**config.mk**
```make
export PLATFORM = sky130hd
export DESIGN_NAME = stopwatch_display_driver
export DESIGN_NICKNAME = d
export VERILOG_FILES = /design/src/rtl/stopwatch_display_driver.sv
export SDC_FILE = /design/constraint.sdc
export NUM_CORES = 1
export LEC_CHECK = 0
export CORE_MARGIN = 2
export CORE_UTILIZATION = 47
export CTS_CLUSTER_SIZE = 16
export DETAILED_ROUTE_END_ITERATION = 8
export PLACE_DENSITY = 0.69
export SLEW_MARGIN = 20
export SYNTH_ARGS = -nofsm -noshare
export SYNTH_HDL_FRONTEND = slang
export SYNTH_SLANG_ARGS = --single-unit
```
**constraint.sdc**
```tcl
create_clock -name clk -period 3.24 [get_ports clk]
set_input_delay 0.486 -clock clk [delete_from_list [all_inputs] [get_ports clk]]
set_output_delay 0.486 -clock clk [all_outputs]
set_load 0.1 [all_outputs]
```
**src/rtl/stopwatch_display_driver.sv**
```systemverilog
// stopwatch_display_driver: periodically snapshots the stopwatch time and converts it to BCD
// with a serial double-dabble engine. It then scans the result onto a 5-digit common-anode
// 7-segment display as "SS.mmm".
module stopwatch_display_driver #(
  parameter int unsigned UPDATE_PERIOD = 50,
  parameter int unsigned SCAN_DIV      = 2,
  parameter int unsigned BLINK_HALF    = 250
) (
  input  logic       clk,
  input  logic       reset,
  input  logic [5:0] seconds,
  input  logic [9:0] milliseconds,
  input  logic       status_led,
  output logic [6:0] seg_n,
  output logic       dp_n,
  output logic [4:0] an_n,
  output logic       busy
);

  localparam int unsigned UPD_W  = (UPDATE_PERIOD > 1) ? $clog2(UPDATE_PERIOD) : 1;
  localparam int unsigned SCAN_W = (SCAN_DIV > 1) ? $clog2(SCAN_DIV) : 1;
  localparam int unsigned BLK_W  = (BLINK_HALF > 1) ? $clog2(BLINK_HALF) : 1;

  // Nibble code never produced by BCD conversion; renders as a dash.
  localparam logic [3:0] DASH = 4'hA;

  typedef enum logic [1:0] {
    ST_IDLE    = 2'd0,
    ST_CONVERT = 2'd1,
    ST_COMMIT  = 2'd2
  } state_e;

  state_e            state_q, state_d;
  logic [UPD_W-1:0]  upd_cnt_q, upd_cnt_d;
  logic [SCAN_W-1:0] scan_cnt_q, scan_cnt_d;
  logic [2:0]        idx_q, idx_d;
  logic [BLK_W-1:0]  blink_cnt_q, blink_cnt_d;
  logic              blink_phase_q, blink_phase_d;
  logic [3:0]        shift_q, shift_d;
  // Chain layout: {bcd[11:0], binary[9:0]}; the captured binary value is the snapshot.
  logic [21:0]       sec_chain_q, sec_chain_d;
  logic [21:0]       ms_chain_q, ms_chain_d;
  logic              err_q, err_d;
  // Display nibbles: [4]=sec tens, [3]=sec units, [2]=ms hundreds, [1]=ms tens, [0]=ms units.
  logic [4:0][3:0]   disp_q, disp_d;
  logic [6:0]        seg_q, seg_d;
  logic              dp_q, dp_d;
  logic [4:0]        an_q, an_d;
  logic              busy_q, busy_d;

  // One double-dabble step: add 3 to every BCD nibble >= 5, then shift the chain left.
  function automatic logic [21:0] dd_step(input logic [21:0] v);
    logic [21:0] t;
    t = v;
    for (int i = 0; i < 3; i++) begin
      if (t[10 + 4*i +: 4] >= 4'd5) begin
        t[10 + 4*i +: 4] = t[10 + 4*i +: 4] + 4'd3;
      end else begin
        t[10 + 4*i +: 4] = t[10 + 4*i +: 4];
      end
    end
    return {t[20:0], 1'b0};
  endfunction

  // Active-low segment pattern {g,f,e,d,c,b,a} for a display nibble.
  function automatic logic [6:0] seg_encode(input logic [3:0] d);
    logic [6:0] s;
    case (d)
      4'd0:    s = 7'b1000000;
      4'd1:    s = 7'b1111001;
      4'd2:    s = 7'b0100100;
      4'd3:    s = 7'b0110000;
      4'd4:    s = 7'b0011001;
      4'd5:    s = 7'b0010010;
      4'd6:    s = 7'b0000010;
      4'd7:    s = 7'b1111000;
      4'd8:    s = 7'b0000000;
      4'd9:    s = 7'b0010000;
      DASH:    s = 7'b0111111;
      default: s = 7'b1111111;
    endcase
    return s;
  endfunction

  // FSM next state plus the snapshot / conversion / commit datapath.
  always_comb begin
    state_d     = state_q;
    shift_d     = shift_q;
    sec_chain_d = sec_chain_q;
    ms_chain_d  = ms_chain_q;
    err_d       = err_q;
    disp_d      = disp_q;
    case (state_q)
      ST_IDLE: begin
        if (upd_cnt_q == {UPD_W{1'b0}}) begin
          state_d     = ST_CONVERT;
          shift_d     = 4'd0;
          sec_chain_d = {12'd0, 4'd0, seconds};
          ms_chain_d  = {12'd0, milliseconds};
          err_d       = (seconds > 6'd59) || (milliseconds > 10'd999);
        end else begin
          state_d = ST_IDLE;
        end
      end
      ST_CONVERT: begin
        sec_chain_d = dd_step(sec_chain_q);
        ms_chain_d  = dd_step(ms_chain_q);
        if (shift_q == 4'd9) begin
          state_d = ST_COMMIT;
          shift_d = 4'd0;
        end else begin
          shift_d = shift_q + 4'd1;
        end
      end
      ST_COMMIT: begin
        state_d = ST_IDLE;
        if (err_q) begin
          disp_d = {5{DASH}};
        end else begin
          disp_d = {sec_chain_q[17:14], sec_chain_q[13:10],
                    ms_chain_q[21:18], ms_chain_q[17:14], ms_chain_q[13:10]};
        end
      end
      default: begin
        state_d = ST_IDLE;
      end
    endcase
  end

  // Update/scan/blink counters and the next values of the registered display outputs.
  always_comb begin
    upd_cnt_d     = upd_cnt_q;
    scan_cnt_d    = scan_cnt_q;
    idx_d         = idx_q;
    blink_cnt_d   = blink_cnt_q;
    blink_phase_d = blink_phase_q;

    if (upd_cnt_q == UPD_W'(UPDATE_PERIOD - 1)) begin
      upd_cnt_d = {UPD_W{1'b0}};
    end else begin
      upd_cnt_d = upd_cnt_q + UPD_W'(1);
    end

    if (scan_cnt_q == SCAN_W'(SCAN_DIV - 1)) begin
      scan_cnt_d = {SCAN_W{1'b0}};
      if (idx_q == 3'd4) begin
        idx_d = 3'd0;
      end else begin
        idx_d = idx_q + 3'd1;
      end
    end else begin
      scan_cnt_d = scan_cnt_q + SCAN_W'(1);
    end

    // Holding the blink counter cleared while running makes it restart lit on the falling edge.
    if (status_led) begin
      blink_cnt_d   = {BLK_W{1'b0}};
      blink_phase_d = 1'b0;
    end else if (blink_cnt_q == BLK_W'(BLINK_HALF - 1)) begin
      blink_cnt_d   = {BLK_W{1'b0}};
      blink_phase_d = !blink_phase_q;
    end else begin
      blink_cnt_d = blink_cnt_q + BLK_W'(1);
    end

    // Outputs follow the next digit index and next display contents so that
    // a commit is visible in the very next cycle.
    an_d   = ~(5'b00001 << idx_d);
    seg_d  = seg_encode(disp_d[idx_d]);
    dp_d   = !((idx_d == 3'd3) && (status_led || !blink_phase_d));
    busy_d = (state_d != ST_IDLE);
  end

  // FSM state register with synchronous active-low reset.
  always_ff @(posedge clk) begin
    if (!reset) begin
      state_q <= ST_IDLE;
    end else begin
      state_q <= state_d;
    end
  end

  // Datapath, counter and output registers; reset aborts any conversion in flight.
  always_ff @(posedge clk) begin
    if (!reset) begin
      upd_cnt_q     <= {UPD_W{1'b0}};
      scan_cnt_q    <= {SCAN_W{1'b0}};
      idx_q         <= 3'd0;
      blink_cnt_q   <= {BLK_W{1'b0}};
      blink_phase_q <= 1'b0;
      shift_q       <= 4'd0;
      sec_chain_q   <= 22'd0;
      ms_chain_q    <= 22'd0;
      err_q         <= 1'b0;
      disp_q        <= 20'd0;
      seg_q         <= 7'h7F;
      dp_q          <= 1'b1;
      an_q          <= 5'h1F;
      busy_q        <= 1'b0;
    end else begin
      upd_cnt_q     <= upd_cnt_d;
      scan_cnt_q    <= scan_cnt_d;
      idx_q         <= idx_d;
      blink_cnt_q   <= blink_cnt_d;
      blink_phase_q <= blink_phase_d;
      shift_q       <= shift_d;
      sec_chain_q   <= sec_chain_d;
      ms_chain_q    <= ms_chain_d;
      err_q         <= err_d;
      disp_q        <= disp_d;
      seg_q         <= seg_d;
      dp_q          <= dp_d;
      an_q          <= an_d;
      busy_q        <= busy_d;
    end
  end

  assign seg_n = seg_q;
  assign dp_n  = dp_q;
  assign an_n  = an_q;
  assign busy  = busy_q;

endmodule
```
# [After elaboration in Yosys (flattened, before gate mapping)]
# Memory sizes are Yosys's and may differ from the RTL's. A register that Yosys moved wholly into a read port is not among the register bits.
# Index checks and enable logic that the tools add are counted.
[word_totals] regBits=97 mem_bits_ro=112 wordCells=90 mem_count=1
[memory_table] memory="(name not given)" words=16 word_bits=7 read_ports=1 rd_ports_with_merged_regs=1 write_ports=0 line_no="68" source="case (d)"
[classes] add_sub_neg=11 magnitude_cmp=9 eq_ne=8 shift=1 mux=24 n_bitwise=2 n_reduce_logical=16
[op_table] cell="$pmux W22 S2" count=2
[op_table] cell="$mux W22" count=2
[op_table] cell="$mux W20" count=2
[op_table] cell="$mux W4" count=7
[op_table] cell="$ge A4 B3 Y1 const B" count=6
[op_table] cell="$add A4 B2 Y4 const B" count=4
[op_table] cell="$bmux W4 S3" count=1
[op_table] cell="$mux W3" count=4
[op_table] cell="$gt A10 B10 Y1 const B" count=1
[op_table] cell="$add A8 B1 Y8 const B" count=1
[op_table] cell="$eq A8 B8 Y1 const B" count=1
[op_table] cell="$pmux W4 S2" count=1
[op_table] cell="$add A3 B2 Y3 const B" count=2
[op_table] cell="$add A6 B1 Y6 const B" count=1
[op_table] cell="$eq A6 B6 Y1 const B" count=1
[op_table] cell="$gt A6 B6 Y1 const B" count=1
[op_table] cell="$logic_not A6 Y1" count=1
[op_table] cell="$not A5 Y5" count=1
[op_table] cell="$shl A1 B3 Y5 const A" count=1
[op_table] cell="$add A4 B1 Y4 const B" count=1
[op_table] cell="$eq A4 B4 Y1 const B" count=1
[op_table] cell="$logic_not A1 Y1" count=4
[op_table] cell="$lt A3 B4 Y1 const B" count=1
[op_table] cell="$pmux W2 S2" count=1
[op_table] cell="other kinds (17)" count=23

# [Longest topological paths before layout]
# Gate-level depths: netlist (run 1).
[logic_depth] ltp_word=7 depth_mapped=12 depth_no_buf=12

# [Worst setup path before layout (run 1)]
# OpenSTA, ideal clock, no wires.
[synth_timing] path_kind="register to register" start="register idx_q[1]" end="register seg_q[3] (netlist: seg_n[3])" arrival_time_ns=2.204 required_time_ns=3.118 path_slack_ns=0.914 stages_incl_launch_ff=12 n_path_buf=0 synth_period_minus_slack_ns=2.326 path_cell_list="dfxtp_1 inv_1 ha_1 nand2b_1 a2bb2oi_1 or2_1 nor2_1 a21oi_1 inv_1 ha_1 o21ai_0 a21boi_1"
[synth_between] elab_chain_cells=5
[synth_lines] element="start: declaration" line_no="36" source="logic [2:0] idx_q, idx_d;"
[synth_lines] element="start signal: assignment" line_no="203" source="idx_q <= idx_d;"
[synth_lines] element="$add A3 B1 Y3 / $eq A3 B3 Y1 (equally long branches)" line_no="149, 146"
[synth_lines] element="$mux W3" line_no="146" source="if (idx_q == 3'd4) begin"
[synth_lines] element="$mux W3 *" line_no="144" source="if (scan_cnt_q == SCAN_W'(SCAN_DIV - 1)) begin"
[synth_lines] element="$bmux W4 S3 *" line_no="169" source="seg_d = seg_encode(disp_d[idx_d]);"
[synth_lines] element="$mux W4 (not written as such) *" line_no="169"
[synth_lines] element="end: declaration" line_no="46" source="logic [6:0] seg_q, seg_d;"
# Mark *: on every way between the ends. The rest lies on a longest branch, timed or not. The select of a mux whose other input is x is not followed.
# A chain may end at the register's enable or synchronous reset.

# [Worst setup path in the final report (run 1)]
[layout_timing] start="register state_q[1]" end="register seg_q[3] (netlist: seg_n[3])"
[layout_between] elab_chain_cells=4
[layout_lines] element="start: declaration" line_no="33" source="state_e state_q, state_d;"
[layout_lines] element="start signal: assignment" line_no="179" source="state_q <= state_d;"
[layout_lines] element="$eq A2 B2 Y1" line_no="93" source="case (state_q)"
[layout_lines] element="$mux W20" line_no="93"
[layout_lines] element="$bmux W4 S3" line_no="169"
[layout_lines] element="$mux W4 (not written as such)" line_no="169"
# No other way between the ends. The select of a mux whose other input is x is not followed.

==> impl_metrics.tcl, run 1 <==
set metrics [dict create \
    setup_violations 0 \
    r2r_end "seg_n[3]" \
    h-tree-depth 3 \
    drv_slew 0 \
    hpwl_mm 6.46 \
    seq_area_frac_synth_pct 42.7 \
    diodes 0 \
    stdcell_count 697 \
    die_h_um 104 \
    drtAntennaViolNets 0 \
    power_frac_seq_pct 53.3 \
    n_fill_cell 904 \
    track_usage_pct 17.9 \
    post_cts_resized 0 \
    mostFrequentLayoutCell "dfxtp_1" \
    net-switching-power_uw 699 \
    gp_congestion 0.825 \
    power_per_cell_area_nw_per_um2 470 \
    syn-cell-area_sq_um 4690 \
    initial_core_util_pct 48.2 \
    peakVddDrop_mv 0.192 \
    slew_headroom_pct 29.7 \
    ys_warn_count 0 \
    synth_ff_type "dfxtp_1" \
    vias_per_cell 5.35 \
    cap_viol_max_count 0 \
    vias 3730 \
    overflow 0 \
    cts_made_buffers 9 \
    ctsRootBufferMaster "clkbuf_8" \
    syn_nets 585 \
    fmax_mhz 362 \
    syn-instance-count 542 \
    cts_hold_buf 0 \
    start_kind "flip-flop" \
    tns_ps 0 \
    power_switching_share_pct 28.3 \
    leakage_uw 0.00191 \
    synth_edf_count 0 \
    worstMarginPinSlew_ps 1050 \
    pwr-share-clk_pct 32.4 \
    cp_max_fo 20 \
    grt_max_degree 72 \
    r2r_slack_ps 480 \
    internal_power_uw 1780 \
    worstReg2RegStart "state_q[1]" \
    synth_seq_cells 100 \
    ios 33 \
    fin_skew_ps 10.5 \
    rsz0062_at_grt "false" \
    rows 36 \
    avgRoutedWirePerCell_um 13.5 \
    comb_power_share_pct 14.3 \
    cts_tree "built" \
    cts_setup_buffers 0 \
    grt_pass1_wl_mm 16.2 \
    post-place-cells 681 \
    required_ps 3490 \
    first_global_vias 3630 \
    drc 0 \
    min_to "shift_q[3]" \
    die-width_um 104 \
    first_pass_iters 5 \
    hold_viol 0 \
    finalCritPeriodShare_pct 85.2 \
    whs_path_depth 1 \
    worstHoldPathType "reg -> reg" \
    cts.sinks 100 \
    worstPathArrival_ps 3010 \
    layout_common_cells "dfxtp_1 (100), nor2_1 (86), nand2_1 (47)" \
    drt_iter0_markers 227 \
    worstSetupPathType "reg -> reg" \
    r2r_cells 9 \
    syn2layout_area_growth_pct 12.3 \
    port_buffers 32 \
    crit_path_end_kind "flip-flop" \
    place_area_sq_um 5070 \
    fp.coreArea_sq_um 9730 \
    period_minus_slack_ps 2760 \
    final_layout_size_suffix_gt1_share_pct 8.87 \
    antenna_found_initial 0 \
    avgSynthCellArea_sq_um 8.65 \
    stdcell_area_sq_um 5270 \
    dieArea_sq_um 10800 \
    yosysUniqueCellTypes 59 \
    routed_wl_mm 9.39 \
    insertion_delay_ps 360 \
    clkTransAtPathRegs_ps 90 \
    min_from "shift_q[3]" \
    ys_async_sr_fraction_pct 0 \
    status "finished, final reports clean" \
    cts_buffer_depth 2 \
    nets 602 \
]
==> layout make-up <==
cell class | count | area, sq um | share of cell area [%]
Tap cell | 133 | 166 | 3.16
Clock inverter | 5 | 60.1 | 1.14
Timing Repair Buffer | 38 | 378 | 7.17
Inverter | 22 | 82.6 | 1.57
Clock buffer | 11 | 141 | 2.68
Multi-Input combinational cell | 388 | 2440 | 46.3
Sequential cell | 100 | 2000 | 38.0
==> power by group through the flow <==
stage / clock network [uW] / registers [uW] / logic (uW)
6_report: 802 / 1320 / 354
5_1_grt: 878 / 1330 / 391
4_1_cts: 832 / 1320 / 357
3_5_place_dp: 0 / 1350 / 358
2_1_floorplan: 0 / 1400 / 199
3_3_place_gp: 0 / 1340 / 351
==> flip-flops by register name (all words and copies together), names as in the netlist, 2 cells and up <==
signal and count:
disp_q 20, idx_q 3, ms_chain_q 22, shift_q 4, an_n 5, upd_cnt_q 6, blink_cnt_q 8, state_q 2
seg_n 7, sec_chain_q 18
==> worst max path at each step <==
stage / startpoint / endpoint / cells past startpoint
finish: state_q[1] / seg_n[3] / 9
global route: state_q[1] / seg_n[3] / 9
CTS: state_q[1] / seg_n[3] / 9
detailed placement: state_q[1] / seg_n[3] / 9
floorplan: idx_q[1] / seg_n[3] / 11
global placement: state_q[1] / seg_n[3] / 9
==> stage by stage <==
stage	utilization [%]	setup slack (ps)	power (uW)	hold slack, ps
CTS	54.1	518	2510	476
finish	54.1	478	2470	470
global route	54.1	109	2590	506
detailed placement	52.1	536	1700	463
global placement	52.1	651	1690	443
floorplan	-	914	1600	432
==> routing by layer <==
layer / track usage, % / up-vias / share of wire [%]
met5: 0 / - / 0
met4: 5.50 / 0 / 1.4
met3: 3.51 / 11 / 3.0
met2: 31.3 / 60 / 48
met1: 22.1 / 1744 / 48
li1: - / 1915 / -
==> critical path: stages, from the launching register on <==
cell,delay [ps]
dfxtp_1,660
nand2b_1,440
a21oi_1,350
o22a_1,170
o221ai_1,100
a21oi_1,360
inv_1,120
ha_1,210
o21ai_0,160
a21boi_1,80
==> synthesized netlist by cell type, types with 2 or more instances <==
cell type / count / area [sq um]
dfxtp_1: 100 / 2000
nor2_1: 86 / 323
nand2_1: 47 / 176
a21oi_1: 35 / 175
ha_1: 24 / 300
clkbuf_1: 21 / 78.8
inv_1: 20 / 75.1
o21ai_0: 20 / 100
a22oi_1: 17 / 128
nand3_1: 15 / 75.1
nor3_1: 15 / 75.1
a311oi_1: 14 / 123
xnor2_1: 11 / 96.3
nand2b_1: 9 / 56.3
xor2_1: 9 / 78.8
o21ai_2: 8 / 70.1
or4b_1: 8 / 80.1
o21ai_1: 7 / 35.0
buf_2: 5 / 25.0
and4bb_2: 4 / 50.1
buf_6: 4 / 45.0
o22ai_1: 4 / 25.0
a21boi_1: 3 / 22.5
and2_1: 3 / 18.8
nand3b_1: 3 / 22.5
nor2b_1: 3 / 18.8
nor3b_1: 3 / 22.5
or3_1: 3 / 18.8
a21oi_2: 2 / 17.5
a2bb2oi_1: 2 / 17.5
a32oi_2: 2 / 32.5
inv_2: 2 / 7.51
mux2i_1: 2 / 20.0
nand4_1: 2 / 12.5
nor2_2: 2 / 12.5
nor4_1: 2 / 12.5
o21a_1: 2 / 15.0
o22a_1: 2 / 17.5
==> cell families (layout without fill, tap and decap cells) <==
family | count (synthesis) | after routing | synth area share, %
multiplexers | 4 | 4 | 0.987
adder cells (fa/ha/maj) | 24 | 24 | 6.40
buffers and inverters | 54 | 76 | 5.42
AO/OA/AOI/OAI | 126 | 126 | 18.3
AND/OR/NAND/NOR | 214 | 214 | 22.5
XOR/XNOR | 20 | 20 | 3.74
flip-flops | 100 | 100 | 42.7
Note: power is estimated with default switching activity, not from simulation.
==> run 2, diff against run 1 <==
- CORE_MARGIN: 2 -> not set
- CORE_UTILIZATION: 47 -> 59
- PLACE_DENSITY: 0.69 -> 0.83
==> run 2 against run 1 <==
Compared with the run above: sequential share of layout area hardly changed; die area shrank 23%; combinational power about the same; non-clock buffer count is 1 lower; final cell count is 4.6% lower; clock-buffer cell count unchanged; critical path depth unchanged; flip-flop and latch count is the same; final area about the same; critical path type unchanged; highest routed layer unchanged.
==> impl_metrics.tcl, run 2 (synthesis results as in run 1) <==
set metrics [dict create \
    peakVddDrop_mv 0.353 \
    slew_headroom_pct 35.0 \
    power_per_cell_area_nw_per_um2 501 \
    worstHoldPathType "reg -> reg" \
    rsz0062_at_grt "false" \
    routed_wl_mm 9.31 \
    crit_path_end_kind "flip-flop" \
    r2r_slack_ps 370 \
    syn2layout_area_growth_pct 12.4 \
    post_cts_resized 0 \
    r2r_end "seg_n[5]" \
    clkTransAtPathRegs_ps 90 \
    fp.coreArea_sq_um 7690 \
    worstMarginPinSlew_ps 972 \
    highest_layer "met4" \
    nets 601 \
    track_usage_pct 24.2 \
    layout_common_cells "dfxtp_1 (100), nor2_1 (86), nand2_1 (47)" \
    period_minus_slack_ps 2870 \
    met3_wirelength_um 400 \
    fin_skew_ps 8.38 \
    required_ps 3490 \
    grt_max_degree 72 \
    met1_length_mm 4.20 \
    cts.sinks 100 \
    hold_slack_ps 478 \
    cts_hold_buf 0 \
    cts_setup_buffers 0 \
    cp_cell_sequence "nand2b_1, a21oi_1, o22a_1, o221ai_1, a21oi_1, inv_1, ha_1, a21oi_1, a21boi_1" \
    drc 0 \
    grt_pass1_wl_mm 16.4 \
    final_layout_size_suffix_gt1_share_pct 8.70 \
    top_regs "ms_chain_q: 22 flops, disp_q: 20 flops, sec_chain_q: 18 flops" \
    overflow 0 \
    ctsRootBufferMaster "clkbuf_8" \
    utilization_pct 68.5 \
    cts_buffer_depth 2 \
    min_from "ms_chain_q[7]" \
    vias 3792 \
    insertion_delay_ps 370 \
    worstReg2RegStart "state_q[1]" \
    dieArea_sq_um 8310 \
    cts_made_buffers 9 \
    die-width_um 91.2 \
    start_kind "flip-flop" \
    mostFrequentLayoutCell "dfxtp_1" \
    post-place-cells 649 \
    path_common_cell "a21oi_1" \
    rows 32 \
    worstSetupPathType "reg -> reg" \
    fmax_mhz 348 \
    port_buffers 32 \
    stdcell_count 665 \
    first_pass_iters 5 \
    initial_core_util_pct 61.0 \
    vias_per_cell 5.70 \
    h-tree-depth 3 \
    hold_viol 0 \
    status "finished, final reports clean" \
    finalCritPeriodShare_pct 88.6 \
    die_h_um 91.2 \
    post-place-ws_ps 476 \
    hpwl_mm 6.31 \
    crit_path_top_delay_cell "dfxtp_1" \
    setup_ws_ps 368 \
    avgRoutedWirePerCell_um 14.0 \
    min_to "ms_chain_q[8]" \
    ios 33 \
    tns_ps 0 \
    diodes 0 \
    leakage_uw 0.00193 \
    cap_viol_max_count 0 \
    setup_violations 0 \
    first_global_vias 3641 \
    drtAntennaViolNets 0 \
    antenna_found_initial 0 \
    largest_reg_flops 22 \
    met2RoutedLength_mm 4.54 \
    cts_tree "built" \
    worstPathArrival_ps 3130 \
    r2r_cells 9 \
    drv_slew 0 \
    drt_iter0_markers 196 \
    gp_congestion 0.857 \
    largest_register "ms_chain_q" \
    max_stage_delay_ps 650 \
    cp_max_fo 20 \
    whs_path_depth 2 \
]
-- run 2: cell count changes in the layout (fill, tap and decap cells not counted) --
| cell | delta |
|---|---|
| buf_4 | -1 |
| bufinv_16 | +2 |
| clkinvlp_4 | -1 |
| clkinv_2 | -1 |
-- run 2: layer usage --
metal | vias to the layer above | GRT usage (%)
met1 | 1781 | 29.2
met3 | 15 | 4.77
met2 | 85 | 42.0
li1 | 1911 | -
met4 | 0 | 9.52
met5 | - | 0
-- run 2: worst max-delay path: cells and delay by family, from the launching register on --
| family | cells | cell delay [ps] |
|---|---|---|
| AO/OA/AOI/OAI | 6 | 1290 |
| adder cells (fa/ha/maj) | 1 | 230 |
| buffers and inverters | 1 | 110 |
| flip-flops | 1 | 650 |
| AND/OR/NAND/NOR | 1 | 470 |
-- run 2: how the worst max path moves through the flow --
stage	start	endpoint	slack (ps)	depth (start not counted)
final	state_q[1]	seg_n[5]	370	9
after global routing	state_q[1]	seg_n[3]	80	9
after CTS	idx_q[1]	seg_n[5]	420	11
after detailed placement	state_q[1]	seg_n[5]	480	9
after global placement	state_q[1]	seg_n[4]	620	6
after floorplan	idx_q[1]	seg_n[3]	910	11
-- run 2: layout make-up --
| class | count | area, sq um |
|---|---|---|
| multi-input cells | 388 | 2440 |
| fillers | 611 | 2420 |
| flip-flops and latches | 100 | 2000 |
| repair buffers | 37 | 370 |
| clock buffers | 11 | 141 |
| well taps | 102 | 128 |
| clock inverters | 5 | 108 |
| inverters | 22 | 82.6 |
-- run 2: stage by stage --
stage / total power (uW) / area [sq um]
3_3_place_gp: 1690 / 5020
6_report: 2640 / 5270
4_1_cts: 2660 / 5270
3_5_place_dp: 1700 / 5020
5_1_grt: 2740 / 5270
2_1_floorplan: 1600 / 4690
-- run 2: power breakdown --
group          leakage [uW]  total, uW  switching, uW  internal [uW]
Combinational      0.000990        357            243            114
Clock              0.000124        962            424            538
Sequential         0.000815       1320           38.3           1280
==> run 3, diff against run 2 <==
- CORE_UTILIZATION: 59 -> 60
- CTS_CLUSTER_DIAMETER: not set -> 150
- PLACE_DENSITY: 0.83 -> 0.84
- clock period: 3.24 -> 3.65 ns (I/O delays scaled with it)
==> run 3 against run 2 <==
Compared with the run above: combinational power is 11% lower; hold slack worse by 2.3 ps; core utilization is 1.6 points higher; global-route usage is 0.51 points higher; final area is 1.3% lower; flip-flop and latch count stayed put; sequential power is 11% lower; largest cell class unchanged.
==> impl_metrics.tcl, run 3 (synthesis results as in run 1) <==
set metrics [dict create \
    vias 3790 \
    hold_viol 0 \
    cts_made_buffers 9 \
    first_pass_iters 4 \
    pwr-share-clk_pct 31.7 \
    rows 31 \
    critPathBufInv 2 \
    setup_violations 0 \
    worstSetupPathType "reg -> reg" \
    cts.sinks 100 \
    drtAntennaViolNets 0 \
    peakVddDrop_mv 0.289 \
    die_h_um 90.4 \
    status "finished, final reports clean" \
    place_area_sq_um 5000 \
    final_layout_size_suffix_gt1_share_pct 8.88 \
    avgRoutedWirePerCell_um 14.4 \
    cp_top_family "compound AO/OA/AOI/OAI gates" \
    power_switching_share_pct 31.0 \
    cts_setup_buffers 0 \
    hpwl_mm 6.53 \
    finalPower_uw 2180 \
    dieArea_sq_um 8170 \
    drv_slew 0 \
    syn2layout_area_growth_pct 10.9 \
    fin_skew_ps 9.93 \
    routed_wl_mm 9.52 \
    rsz0062_at_grt "false" \
    required_ps 3960 \
    antenna_found_initial 0 \
    largest_register "ms_chain_q" \
    comb_power_share_pct 14.5 \
    period_minus_slack_ps 2850 \
    insertion_delay_ps 370 \
    slew_headroom_pct 26.1 \
    drc 0 \
    finalCritPeriodShare_pct 78.0 \
    h-tree-depth 3 \
    mostFrequentLayoutCell "dfxtp_1" \
    crit_path_end_kind "flip-flop" \
    worstPathArrival_ps 3160 \
    clkTransAtPathRegs_ps 100 \
    cap_viol_max_count 0 \
    largest_reg_flops 22 \
    gp_congestion 0.825 \
    net-switching-power_uw 675 \
    cts_tree "built" \
    leakage_uw 0.00190 \
    ctsRootBufferMaster "clkbuf_8" \
    fmax_mhz 351 \
    worstMarginPinSlew_ps 1110 \
    internal_power_uw 1500 \
    cp_cell_sequence "inv_1, ha_1, o21ai_0, a21oi_1, buf_4, a21oi_2, a41oi_2, mux2_2, a21oi_2" \
    post_cts_resized 0 \
    grt_max_degree 34 \
    tns_ps 0 \
    cp_max_fo 14 \
    initial_core_util_pct 63.3 \
    grt_pass1_wl_mm 16.6 \
    top_regs "ms_chain_q: 22 flops, disp_q: 20 flops, sec_chain_q: 18 flops" \
    worstHoldPathType "reg -> reg" \
    die-width_um 90.4 \
    stdcell_area_sq_um 5200 \
    drt_iter0_markers 234 \
    track_usage_pct 24.7 \
    cts_hold_buf 0 \
    layout_common_cells "dfxtp_1 (100), nor2_1 (86), nand2_1 (47)" \
    diodes 0 \
    cts_buffer_depth 2 \
    nets 601 \
    fp.coreArea_sq_um 7410 \
    port_buffers 32 \
    ios 33 \
    power_frac_seq_pct 53.8 \
    vias_per_cell 5.73 \
    power_per_cell_area_nw_per_um2 419 \
    utilization_pct 70.2 \
    path_common_cell "a21oi_2" \
    start_kind "flip-flop" \
    max_stage_delay_ps 570 \
    overflow 0 \
    first_global_vias 3664 \
    crit_path_top_delay_cell "a41oi_2" \
]
==> run 3: changes by cell type in the layout (fill, tap and decap cells not counted), sizes merged <==
cell,delta
bufinv,-3
clkinv,+3
clkbuf,-2
inv,+2
==> run 3: final cells by class <==
| type | instances | area (sq um) |
|---|---|---|
| clock buffers | 9 | 124 |
| fillers | 568 | 2210 |
| repair buffers | 37 | 358 |
| clock inverters | 7 | 71.3 |
| well taps | 99 | 124 |
| multi-input cells | 388 | 2440 |
| inverters | 22 | 82.6 |
| flip-flops and latches | 100 | 2000 |
==> run 3: routing by layer <==
layer	global-route usage [%]	up-vias	wire, um
met2	42.5	68	4620
met1	31.0	1794	4420
li1	-	1915	-
met3	3.11	13	314
met4	10.5	0	161
met5	0	-	0
==> run 3: worst min-delay path, stage by stage (launching register included) <==
cell and delay (ps):
dfxtp_1 320, nand3_1 60, a21oi_1 60
==> run 3: metrics by stage <==
step / hold slack (ps) / setup slack [ps] / std cells
6_report: 476 / 802 / 662
5_1_grt: 491 / 562 / 662
4_1_cts: 475 / 848 / 662
3_5_place_dp: 454 / 880 / 646
3_3_place_gp: 445 / 1010 / 646
2_1_floorplan: 432 / 1320 / 542
==> run 3: final timing paths <==
check	slack, ps	end	start	depth (start not counted)
hold / removal	480	ms_chain_q[0]	ms_chain_q[0]	2
setup reg to reg	800	seg_n[4]	idx_q[1]	9
hold reg to reg	480	ms_chain_q[0]	ms_chain_q[0]	2
setup / recovery	800	seg_n[4]	idx_q[1]	9
==> run 3: power groups by stage <==
| stage | Clock, uW | Combinational, uW | Sequential (uW) |
|---|---|---|---|
| final | 690 | 316 | 1170 |
| after global routing | 748 | 344 | 1180 |
| after CTS | 699 | 315 | 1170 |
| after detailed placement | 0 | 313 | 1200 |
| after global placement | 0 | 305 | 1190 |
| after floorplan | 0 | 177 | 1250 |
==> edit, RTL diff (config.mk and constraints of run 2) <==
Change the parameter `UPDATE_PERIOD` from 50 to 100.
--- a/src/rtl/stopwatch_display_driver.sv
+++ b/src/rtl/stopwatch_display_driver.sv
@@ -2,7 +2,7 @@
 // with a serial double-dabble engine. It then scans the result onto a 5-digit common-anode
 // 7-segment display as "SS.mmm".
 module stopwatch_display_driver #(
-  parameter int unsigned UPDATE_PERIOD = 50,
+  parameter int unsigned UPDATE_PERIOD = 100,
   parameter int unsigned SCAN_DIV      = 2,
   parameter int unsigned BLINK_HALF    = 250
 ) (
Formal check against the unedited RTL: no difference found for any inputs over 10 cycles, from zero or initial values and one cycle with reset low; that may be too few to reach the edited logic, so the function may still have changed.
==> edit against run 2 <==
Design area down 0.83%. Sequential cell count is 1 higher. Hold slack worse by 2.5 ps. Routed wire length down 0.50%. Non-clock buffer count increased by 2. Critical endpoint is now seg_n[3]. Cell count up 0.45%. Setup slack gained 34 ps. Power fell by 7.1%. Synthesized area shrank 0.37%. Via count up 1.0%. Critical path type unchanged. Utilization fell by 0.57 points. Fmax is 1.2% higher.
==> edit: results (changes against run 2) <==
stage,metric,value,unit,change
critical_path,FF-to-FF End,seg_n[3],,was seg_n[5]
finish,final layout net count,603,,was 601
worst_hold_path,hold path endpoint,blink_cnt_q[0],,was ms_chain_q[8]
critical_path,R2R cell count,11,,was 9
worst_hold_path,hold path depth,1,,was 2
synth,Syn Area/Cell,8.60,um^2,was 8.65 um^2
critical_path,"Largest stage delay, worst path",440,ps,was 650 ps
global_route,GRT Overall Usage,23.8,%,was 24.2%
placed_design,placed cell count,652,,was 649
synth,Area contributors post-synth,"dfxtp_1 (43%), nor2_1 (7.5%), ha_1 (6.2%)",,"was dfxtp_1 (43%), nor2_1 (6.9%), ha_1 (6.4%)"
clock_tree,root buffer cell,clkbuf_8,,unchanged
clock_tree,TritonCTS Buffers,9,,unchanged
clock_tree,CTS resizes,0,,unchanged
finish,Util after Layout,68.0,%,was 68.5%
placed_design,GP Congestion,0.800,,was 0.857
detailed_routing,vias per cell,5.73,,was 5.70
synth,prevailing post-synth register cell,dfxtp_1,,unchanged
critical_path,worst reg2reg path startpoint,idx_q[1],,was state_q[1]
finish,proportion of layout cells with a drive suffix above 1,7.95,%,was 8.70%
synth,"top cells by count, synth","dfxtp_1 (101), nor2_1 (93), nand2_1 (44)",,"was dfxtp_1 (100), nor2_1 (86), nand2_1 (47)"
detailed_routing,Iter 0 DRT Violations,178,,was 196
timing,relative slew slack,35.4,%,was 35.0%
detailed_routing,First-pass DRT Iterations,4,,was 5
clock_tree,clock-pin slew on the worst setup and hold paths,100,ps,
global_route,largest net degree at the start of global routing,72,,unchanged
outcome,status,finished clean,,unchanged
global_route,vias in the first global route,3702,,"was 3,641"
critical_path,crit path DAT,3150,ps,was 3130 ps
critical_path,Setup Crit Path Kind,flip-flop to flip-flop,,unchanged
worst_hold_path,worst hold start,blink_cnt_q[0],,was ms_chain_q[7]
critical_path,"setup slack, reg-to-reg",400,ps,was 370 ps
critical_path,worst-path fanout max,5,,was 20
clock_tree,Post-CTS Setup Repair Bufs,0,,unchanged
detailed_routing,final wirelength,9260,um,was 9310 um
critical_path,CP max stage cell,dfxtp_1,,unchanged
placed_design,Port Buf Inserts,32,,unchanged
timing,Final Skew,8.98,ps,was 8.38 ps
power,Leakage,1.90,nW,was 1.93 nW
synth,"FFs w/ async S/R, synth",0,%,unchanged
finish,"Cell Count, Final, Fillers Out",668,,was 665
global_route,global-route wire length before repair,16200,um,"was 16,400 um"
placed_design,hpwl dp,6270,um,was 6310 um
placed_design,Placed Area,5040,um^2,was 5020 um^2
synth,synth unique cells,60,,was 59
power,peak supply drop,272,uV,was 353 uV
synth,"Seq/Total Area, Yosys",43.3,%,was 42.7%
synth,Yosys warning count,0,,unchanged
edit: changes by cell type after synthesis, moves of 3 or more:
cell	change
nor4bb_1	+4
and4bb_2	-4
o21ai_1	+3
nor2_1	+7
nand2_1	-3
nor3_1	+3
a21oi_1	-5
o21ai_2	-4
edit: power breakdown:
group          switching, mW  internal (mW)
registers             0.0466           1.29
clock network          0.461          0.289
logic                  0.244          0.116
total                  0.752           1.70
edit: cell families after synthesis:
| kind of cell | after synthesis | share of synthesized area, % |
|---|---|---|
| buffers and inverters | 53 | 4.90 |
| AO/OA/AOI/OAI | 123 | 17.9 |
| AND/OR/NAND/NOR | 218 | 22.8 |
| adder cells (fa/ha/maj) | 23 | 6.16 |
| XOR/XNOR | 21 | 3.94 |
| flip-flops | 101 | 43.3 |
| multiplexers | 4 | 0.991 |
edit: layout make-up:
class	count	area, um^2
fillers	652	2460
clock buffers	9	124
inverters	21	78.8
well taps	102	128
flip-flops and latches	101	2020
clock inverters	7	60.1
multi-input cells	389	2430
repair buffers	39	385
edit: layer usage:
metal	share of wire (%)	global-route usage (%)	up-vias
met3	4.4	5.44	11
met1	46	29.4	1800
met5	0	0	-
li1	-	-	1925
met4	1.2	6.88	0
met2	48	41.4	94
edit: worst max-delay path: cells and delay by family, from the launching register on:
| family | cells | cell delay (ps) |
|---|---|---|
| compound gates | 4 | 990 |
| simple gates | 4 | 490 |
| fa+ha+maj | 2 | 730 |
| buf+inv | 1 | 130 |
| flops | 1 | 440 |
edit: per-stage QoR:
step	worst slack (ps)	hold slack (ps)
finish	402	476
global route	77.4	503
CTS	411	476
detailed placement	445	458
global placement	585	440
floorplan	830	424
edit: worst max path at each step:
stage / to / slack, ps / cells past startpoint
after global routing: seg_n[3] / 80 / 11
after floorplan: seg_n[4] / 830 / 11
final: seg_n[3] / 400 / 11
after detailed placement: seg_n[3] / 440 / 11
after global placement: seg_n[4] / 590 / 8
after CTS: seg_n[3] / 410 / 11
